### src/rtl/fetch_pkg.sv
// Shared types and constants for the instruction fetch unit.
// Latency: n/a (declarations only). Backpressure: n/a.
package fetch_pkg;

    localparam int XLEN = 32;

    localparam logic [XLEN-1:0] NOP_INSTR        = 32'h0000_0013;
    localparam logic [XLEN-1:0] DEFAULT_RESET_PC = 32'h0000_0000;

    typedef enum logic [1:0] {
        FETCH = 2'd0,
        WAIT  = 2'd1,
        HOLD  = 2'd2,
        TRAP  = 2'd3
    } fetch_state_e;

    function automatic logic is_word_aligned(input logic [XLEN-1:0] addr);
        return (addr[1:0] == 2'b00);
    endfunction

endpackage

### src/rtl/fetch_unit_if.sv
// Instruction memory request/response channel between fetch unit and memory.
// Latency: none (wires only). Backpressure: request held until imem_ready.
interface fetch_unit_if;
    import fetch_pkg::*;

    logic            imem_req;
    logic [XLEN-1:0] imem_addr;
    logic            imem_ready;
    logic            imem_rvalid;
    logic [XLEN-1:0] imem_rdata;

    modport master (
        output imem_req,
        output imem_addr,
        input  imem_ready,
        input  imem_rvalid,
        input  imem_rdata
    );

    modport slave (
        input  imem_req,
        input  imem_addr,
        output imem_ready,
        output imem_rvalid,
        output imem_rdata
    );

endinterface

### src/rtl/fetch_unit_pc_next.sv
// Next fetch address selection: sequential PC+4 or redirect target, plus alignment check.
// Latency: combinational. Backpressure: none.
module pc_next
    import fetch_pkg::*;
(
    input  logic [XLEN-1:0] pc_i,
    input  logic            pc_src_i,
    input  logic [XLEN-1:0] pc_target_i,
    output logic [XLEN-1:0] next_pc_o,
    output logic [XLEN-1:0] pc_plus4_o,
    output logic            misalign_o
);

    // Natural 32-bit truncation gives the required wrap from FFFF_FFFC to 0.
    assign pc_plus4_o = pc_i + 32'd4;
    assign next_pc_o  = pc_src_i ? pc_target_i : pc_plus4_o;
    assign misalign_o = pc_src_i & ~is_word_aligned(pc_target_i);

endmodule

### src/rtl/fetch_unit.sv
// Single-outstanding instruction fetcher: request, wait for data, hold until consumed.
// Latency: rvalid in cycle k -> instr_valid in k+1; consume in m -> imem_req in m+1. Backpressure: stall holds the instruction.
module fetch_unit
    import fetch_pkg::*;
#(
    parameter logic [XLEN-1:0] RESET_PC = DEFAULT_RESET_PC
) (
    input  logic            clk,
    input  logic            reset,
    input  logic            PCSrc,
    input  logic [XLEN-1:0] PCTarget,
    input  logic            stall,
    fetch_unit_if.master    imem,
    output logic [XLEN-1:0] Instr,
    output logic [XLEN-1:0] PC,
    output logic [XLEN-1:0] PCPlus4,
    output logic            instr_valid,
    output logic            misaligned
);

    fetch_state_e    state_q;
    logic [XLEN-1:0] fetch_pc_q;
    logic [XLEN-1:0] pc_q;
    logic [XLEN-1:0] instr_q;
    logic            valid_q;
    logic            req_q;
    logic            misaligned_q;

    logic [XLEN-1:0] next_pc;
    logic [XLEN-1:0] pc_plus4;
    logic            target_misaligned;
    logic            consume;

    pc_next u_pc_next (
        .pc_i        (pc_q),
        .pc_src_i    (PCSrc),
        .pc_target_i (PCTarget),
        .next_pc_o   (next_pc),
        .pc_plus4_o  (pc_plus4),
        .misalign_o  (target_misaligned)
    );

    assign consume = valid_q & ~stall;

    // req_q comes up one clock after reset release, so nothing is requested while in reset.
    always_ff @(posedge clk or posedge reset) begin
        if (reset) begin
            state_q      <= FETCH;
            fetch_pc_q   <= RESET_PC;
            pc_q         <= RESET_PC;
            instr_q      <= NOP_INSTR;
            valid_q      <= 1'b0;
            req_q        <= 1'b0;
            misaligned_q <= 1'b0;
        end else begin
            case (state_q)
                FETCH: begin
                    if (req_q && imem.imem_ready) begin
                        req_q   <= 1'b0;
                        state_q <= WAIT;
                    end else begin
                        req_q <= 1'b1;
                    end
                end
                WAIT: begin
                    if (imem.imem_rvalid) begin
                        instr_q <= imem.imem_rdata;
                        pc_q    <= fetch_pc_q;
                        valid_q <= 1'b1;
                        state_q <= HOLD;
                    end
                end
                HOLD: begin
                    if (consume) begin
                        valid_q <= 1'b0;
                        if (target_misaligned) begin
                            misaligned_q <= 1'b1;
                            state_q      <= TRAP;
                        end else begin
                            fetch_pc_q <= next_pc;
                            req_q      <= 1'b1;
                            state_q    <= FETCH;
                        end
                    end
                end
                TRAP: begin
                    req_q   <= 1'b0;
                    valid_q <= 1'b0;
                end
                default: begin
                    req_q   <= 1'b0;
                    valid_q <= 1'b0;
                    state_q <= FETCH;
                end
            endcase
        end
    end

    assign imem.imem_req  = req_q;
    assign imem.imem_addr = fetch_pc_q;

    assign Instr       = instr_q;
    assign PC          = pc_q;
    assign PCPlus4     = pc_plus4;
    assign instr_valid = valid_q;
    assign misaligned  = misaligned_q;

endmodule

### src/flat_wrapper.sv
// flat-port wrapper written by rule: the top's interface ports become plain ports
module fetch_unit_flat import fetch_pkg::*;
#(
    parameter logic [XLEN-1:0] RESET_PC = DEFAULT_RESET_PC
)
  (clk, reset, PCSrc, PCTarget, stall, Instr, PC, PCPlus4, instr_valid, misaligned, imem_imem_req, imem_imem_addr, imem_imem_ready, imem_imem_rvalid, imem_imem_rdata);
  fetch_unit_if imem_i ();
  input  logic clk;
  input  logic reset;
  input  logic PCSrc;
  input  logic [XLEN-1:0] PCTarget;
  input  logic stall;
  output logic [XLEN-1:0] Instr;
  output logic [XLEN-1:0] PC;
  output logic [XLEN-1:0] PCPlus4;
  output logic instr_valid;
  output logic misaligned;
  output wire logic [$bits(imem_i.imem_req)-1:0] imem_imem_req;
  output wire logic [$bits(imem_i.imem_addr)-1:0] imem_imem_addr;
  input wire logic [$bits(imem_i.imem_ready)-1:0] imem_imem_ready;
  input wire logic [$bits(imem_i.imem_rvalid)-1:0] imem_imem_rvalid;
  input wire logic [$bits(imem_i.imem_rdata)-1:0] imem_imem_rdata;
  assign imem_imem_req = imem_i.imem_req;
  assign imem_imem_addr = imem_i.imem_addr;
  assign imem_i.imem_ready = imem_imem_ready;
  assign imem_i.imem_rvalid = imem_imem_rvalid;
  assign imem_i.imem_rdata = imem_imem_rdata;
  fetch_unit #(.RESET_PC(RESET_PC)) u_core (.clk(clk), .reset(reset), .PCSrc(PCSrc), .PCTarget(PCTarget), .stall(stall), .imem(imem_i), .Instr(Instr), .PC(PC), .PCPlus4(PCPlus4), .instr_valid(instr_valid), .misaligned(misaligned));
endmodule
### config.mk
export PLATFORM = sky130hd
export DESIGN_NAME = fetch_unit_flat
export DESIGN_NICKNAME = d
export VERILOG_FILES = /design/src/rtl/fetch_pkg.sv /design/src/rtl/fetch_unit_if.sv /design/src/rtl/fetch_unit_pc_next.sv /design/src/rtl/fetch_unit.sv /design/src/flat_wrapper.sv
export SDC_FILE = /design/constraint.sdc
export NUM_CORES = 1
export LEC_CHECK = 0
export ABC_AREA = 0
export BUFFER_PORTS_ARGS = -buffer_cell sky130_fd_sc_hd__buf_2
export CELL_PAD_IN_SITES_DETAIL_PLACEMENT = 1
export CELL_PAD_IN_SITES_GLOBAL_PLACEMENT = 1
export CORE_MARGIN = 2
export CORE_UTILIZATION = 39
export CTS_BUF_LIST = sky130_fd_sc_hd__clkbuf_16
export CTS_CLUSTER_SIZE = 28
export DETAILED_ROUTE_END_ITERATION = 10
export GPL_TIMING_DRIVEN = 0
export PLACE_DENSITY_LB_ADDON = 0.1
export SLEW_MARGIN = 40
export SYNTH_ARGS = -nofsm -noshare
export SYNTH_HDL_FRONTEND = slang
export SYNTH_SLANG_ARGS = --single-unit
### constraint.sdc
create_clock -name clk -period 5.75 [get_ports clk]
set_clock_uncertainty 0.05 [all_clocks]
set_input_delay 1.15 -clock clk [delete_from_list [all_inputs] [get_ports clk]]
set_output_delay 1.15 -clock clk [all_outputs]
set_load 0.1 [all_outputs]
==> summary.md <==
| Metric | Value |
|---|---|
| Status | `finished clean` |
| DIE HEIGHT | `115 µm` |
| Final Cycle Share | `71.7%` |
| Layout cells sized above 1 | `a little under half` |
| Worst slew pin tran | `about 0.74 ns` |
| Syn_nets | `498` |
| Mapped cell area | `4840 µm²` |
| Vias in the first global route | `4334` |
| Routed WL | `roughly 15 mm` |
| Worst Path Required | `between 4 and 5 ns` |
| Largest net degree at the start of global routing | `57` |
| Nets | `710` |
| Critical Path AT | `2.93 ns` |
| Worst hold path type | `reg2reg` |
| FF-to-FF Start | `u_core.state_q[0]` |
| CTS sink count | `approximately 100` |
| GR Overflow Total | `0` |
| ANT nets after route | `0` |
| Die width | `~120 µm` |
| Pre-antenna DRT Iters | `4` |
| Longest Clk Path Bufs | `2` |
| Register area share after synthesis | `52.3%` |
| Max Fclk | `242 MHz` |
| IO Count | `between 200 and 250` |
| CTS Hold Bufs | `0` |
| Die ar. | `13300 µm²` |
| CP startpoint | `u_core.PC[2]` |
| Hpwl dp | `11.6 mm` |
| Clk slew on worst S/H paths | `0.08 ns` |
| Slew HR | `50.5%` |
| Final WS setup | `1.62 ns` |
| Total track usage | `23.3%` |
| Setup TNS | `0 ns` |
| Starting DRT DRC Count | `around 140` |
| Ys async rst share | `100%` |
| Crit Path Max Fanout | `8` |
| Initial antenna violation count | `1` |
| Mapped Cells | `422` |
| Core area | `12100 µm²` |
| Vias/cell | `5.25` |
| GP Congestion | `0.774` |
| Post-synth EDFFs | `0` |
| Period minus WS final | `4.13 ns` |
| Worst setup path class | `reg2out` |
| Area growth, synth to finish | `32.3%` |
| CTS root buf | `clkbuf_16` |
| CTS tree | `built` |
| Post-CTS Setup Repair Bufs | `0` |
| Post-place setup slack | `1.97 ns` |
| Starting Density | `40.1%` |
| Min Hold Slack | `0.434 ns` |
| Drt drc | `0` |
| Core Rows | `40` |
| Worst setup SP type | `flop` |
| Warnings from Yosys | `0` |
| Vias | `4242` |
| Slew Viols, Final | `0` |
| CTS resizes | `0` |
| First-pass GRT wire length | `23.7 mm` |
| Worst-Skew Late Latency | `0.35 ns` |
| Worst Setup End Kind | `output port` |
| RSZ-0062 raised after global routing | `false` |
| Hold Crit Start | `u_core.misaligned` |
| CTS buffer count | `9` |
| Buffers on Ports | `200` |
| H-tree Lvls | `3` |
| Distinct cell type count after synthesis | `44` |
| Post-synthesis register bit count | `101` |
| Final setup fails | `0` |
| Primary FF master, synth | `dfrtp_1` |
| Mean post-synth cell area | `11.5 µm²` |
| Hold Vio Cnt, Final | `0` |
| Max Cap Viol | `0` |
| Avg WL per Cell | `about 19 µm` |
==> final cells by class <==
type                       count  area [µm²]
multi-input combinational    290        2170
tap                          168         210
clock buffer                   9         225
timing repair buffer         201        1030
inverter                       7        33.8
clock inverter                 7        87.6
antenna                        1        2.50
buffer                        24         108
fill                        1403        5660
sequential                   101        2530
==> synthesized netlist by cell type, types with 4 or more instances <==
cell      count  share of area [%]
or2_2         7               0.91
o21ai_0      27                2.8
xnor2_1      13                2.4
nand3_1      12                1.2
a221o_1      12                2.5
dfrtp_1      98                 51
ha_1          6                1.6
inv_1         7               0.54
nand2_1      35                2.7
nand2b_1      6               0.78
o31ai_1       4               0.62
nor4_1       10                1.3
clkbuf_1     19                1.5
nor3_1        8               0.83
nor2_1       11               0.85
o31a_1        6                1.1
nand4_1      15                1.9
xor2_1        8                1.4
and3_1       14                1.8
mux2i_1       5                1.0
mux2_2       64                 15
==> critical path: stages (launching register included) <==
cell and delay, ns:
dfrtp_1 0.47, ha_1 0.27, nand3_2 0.19, nor4_1 0.70
nand3_1 0.19, xnor2_1 0.28, buf_2 0.49
==> routing by layer <==
metal	track usage, %	routed length (µm)	vias to the layer above
li1	-	-	1964
met1	30.4	6610	2131
met2	38.7	7620	135
met3	5.32	997	12
met4	7.07	167	0
met5	0	0	-
==> cells by family after synthesis <==
| kind of cell | count (synthesis) | synth area share (%) |
|---|---|---|
| buffers and inverters | 31 | 2.77 |
| XOR/XNOR | 21 | 3.80 |
| adder cells (fa/ha/maj) | 6 | 1.55 |
| flip-flops | 101 | 52.3 |
| AND/OR/NAND/NOR | 132 | 14.8 |
| AO/OA/AOI/OAI | 62 | 8.85 |
| multiplexers | 69 | 15.9 |
==> layout by cell type (no fill, tap or decap), types with 3 or more instances in the layout <==
cell	synthesis	routed
clkbuf_1	19	19
nand4_1	15	15
and3_1	14	14
clkbuf_16	0	9
inv_6	0	3
nor4_1	10	10
mux2i_1	5	5
o31a_1	6	6
nand2b_1	6	6
or2_2	7	7
mux2_2	64	64
buf_2	2	202
dfrtp_1	98	98
a221o_1	12	12
o31ai_1	4	4
o21ai_0	27	27
inv_1	7	6
a21oi_1	3	3
xnor2_1	13	13
nor3_1	8	8
nor2_1	11	11
ha_1	6	6
nand3_1	12	12
and4_1	3	3
nand2_1	35	35
dfstp_2	3	3
xor2_1	8	8
inv_8	0	3
==> state kept, by name (all words and copies together) (netlist names) <==
signal	cells
u_core.Instr	32
u_core.PC	32
u_core.imem.imem_addr	32
u_core.imem.imem_req	1
u_core.instr_valid	1
u_core.misaligned	1
u_core.state_q	2
==> through the flow <==
step | cells | area [µm²] | util [%]
after global routing | 807 | 6400 | 53.0
after CTS | 807 | 6400 | 53.0
final | 808 | 6400 | 53.1
after floorplan | 422 | 4840 | -
after detailed placement | 791 | 6080 | 50.4
after global placement | 790 | 6050 | 50.1
==> final timing paths <==
check	endpoint	slack [ns]	cells past startpoint
max in group asynchronous	u_core.Instr[0]	4.29	3
setup reg to reg	u_core.imem.imem_addr[25]	3.16	7
min in group asynchronous	u_core.Instr[6]	0.73	2
hold / removal	u_core.misaligned	0.43	1
setup / recovery	PCPlus4[20]	1.62	6
hold reg to reg	u_core.misaligned	0.43	1
Power is not shown: default switching activity piles up to over one toggle a cycle in this logic, so the estimate is an artifact.
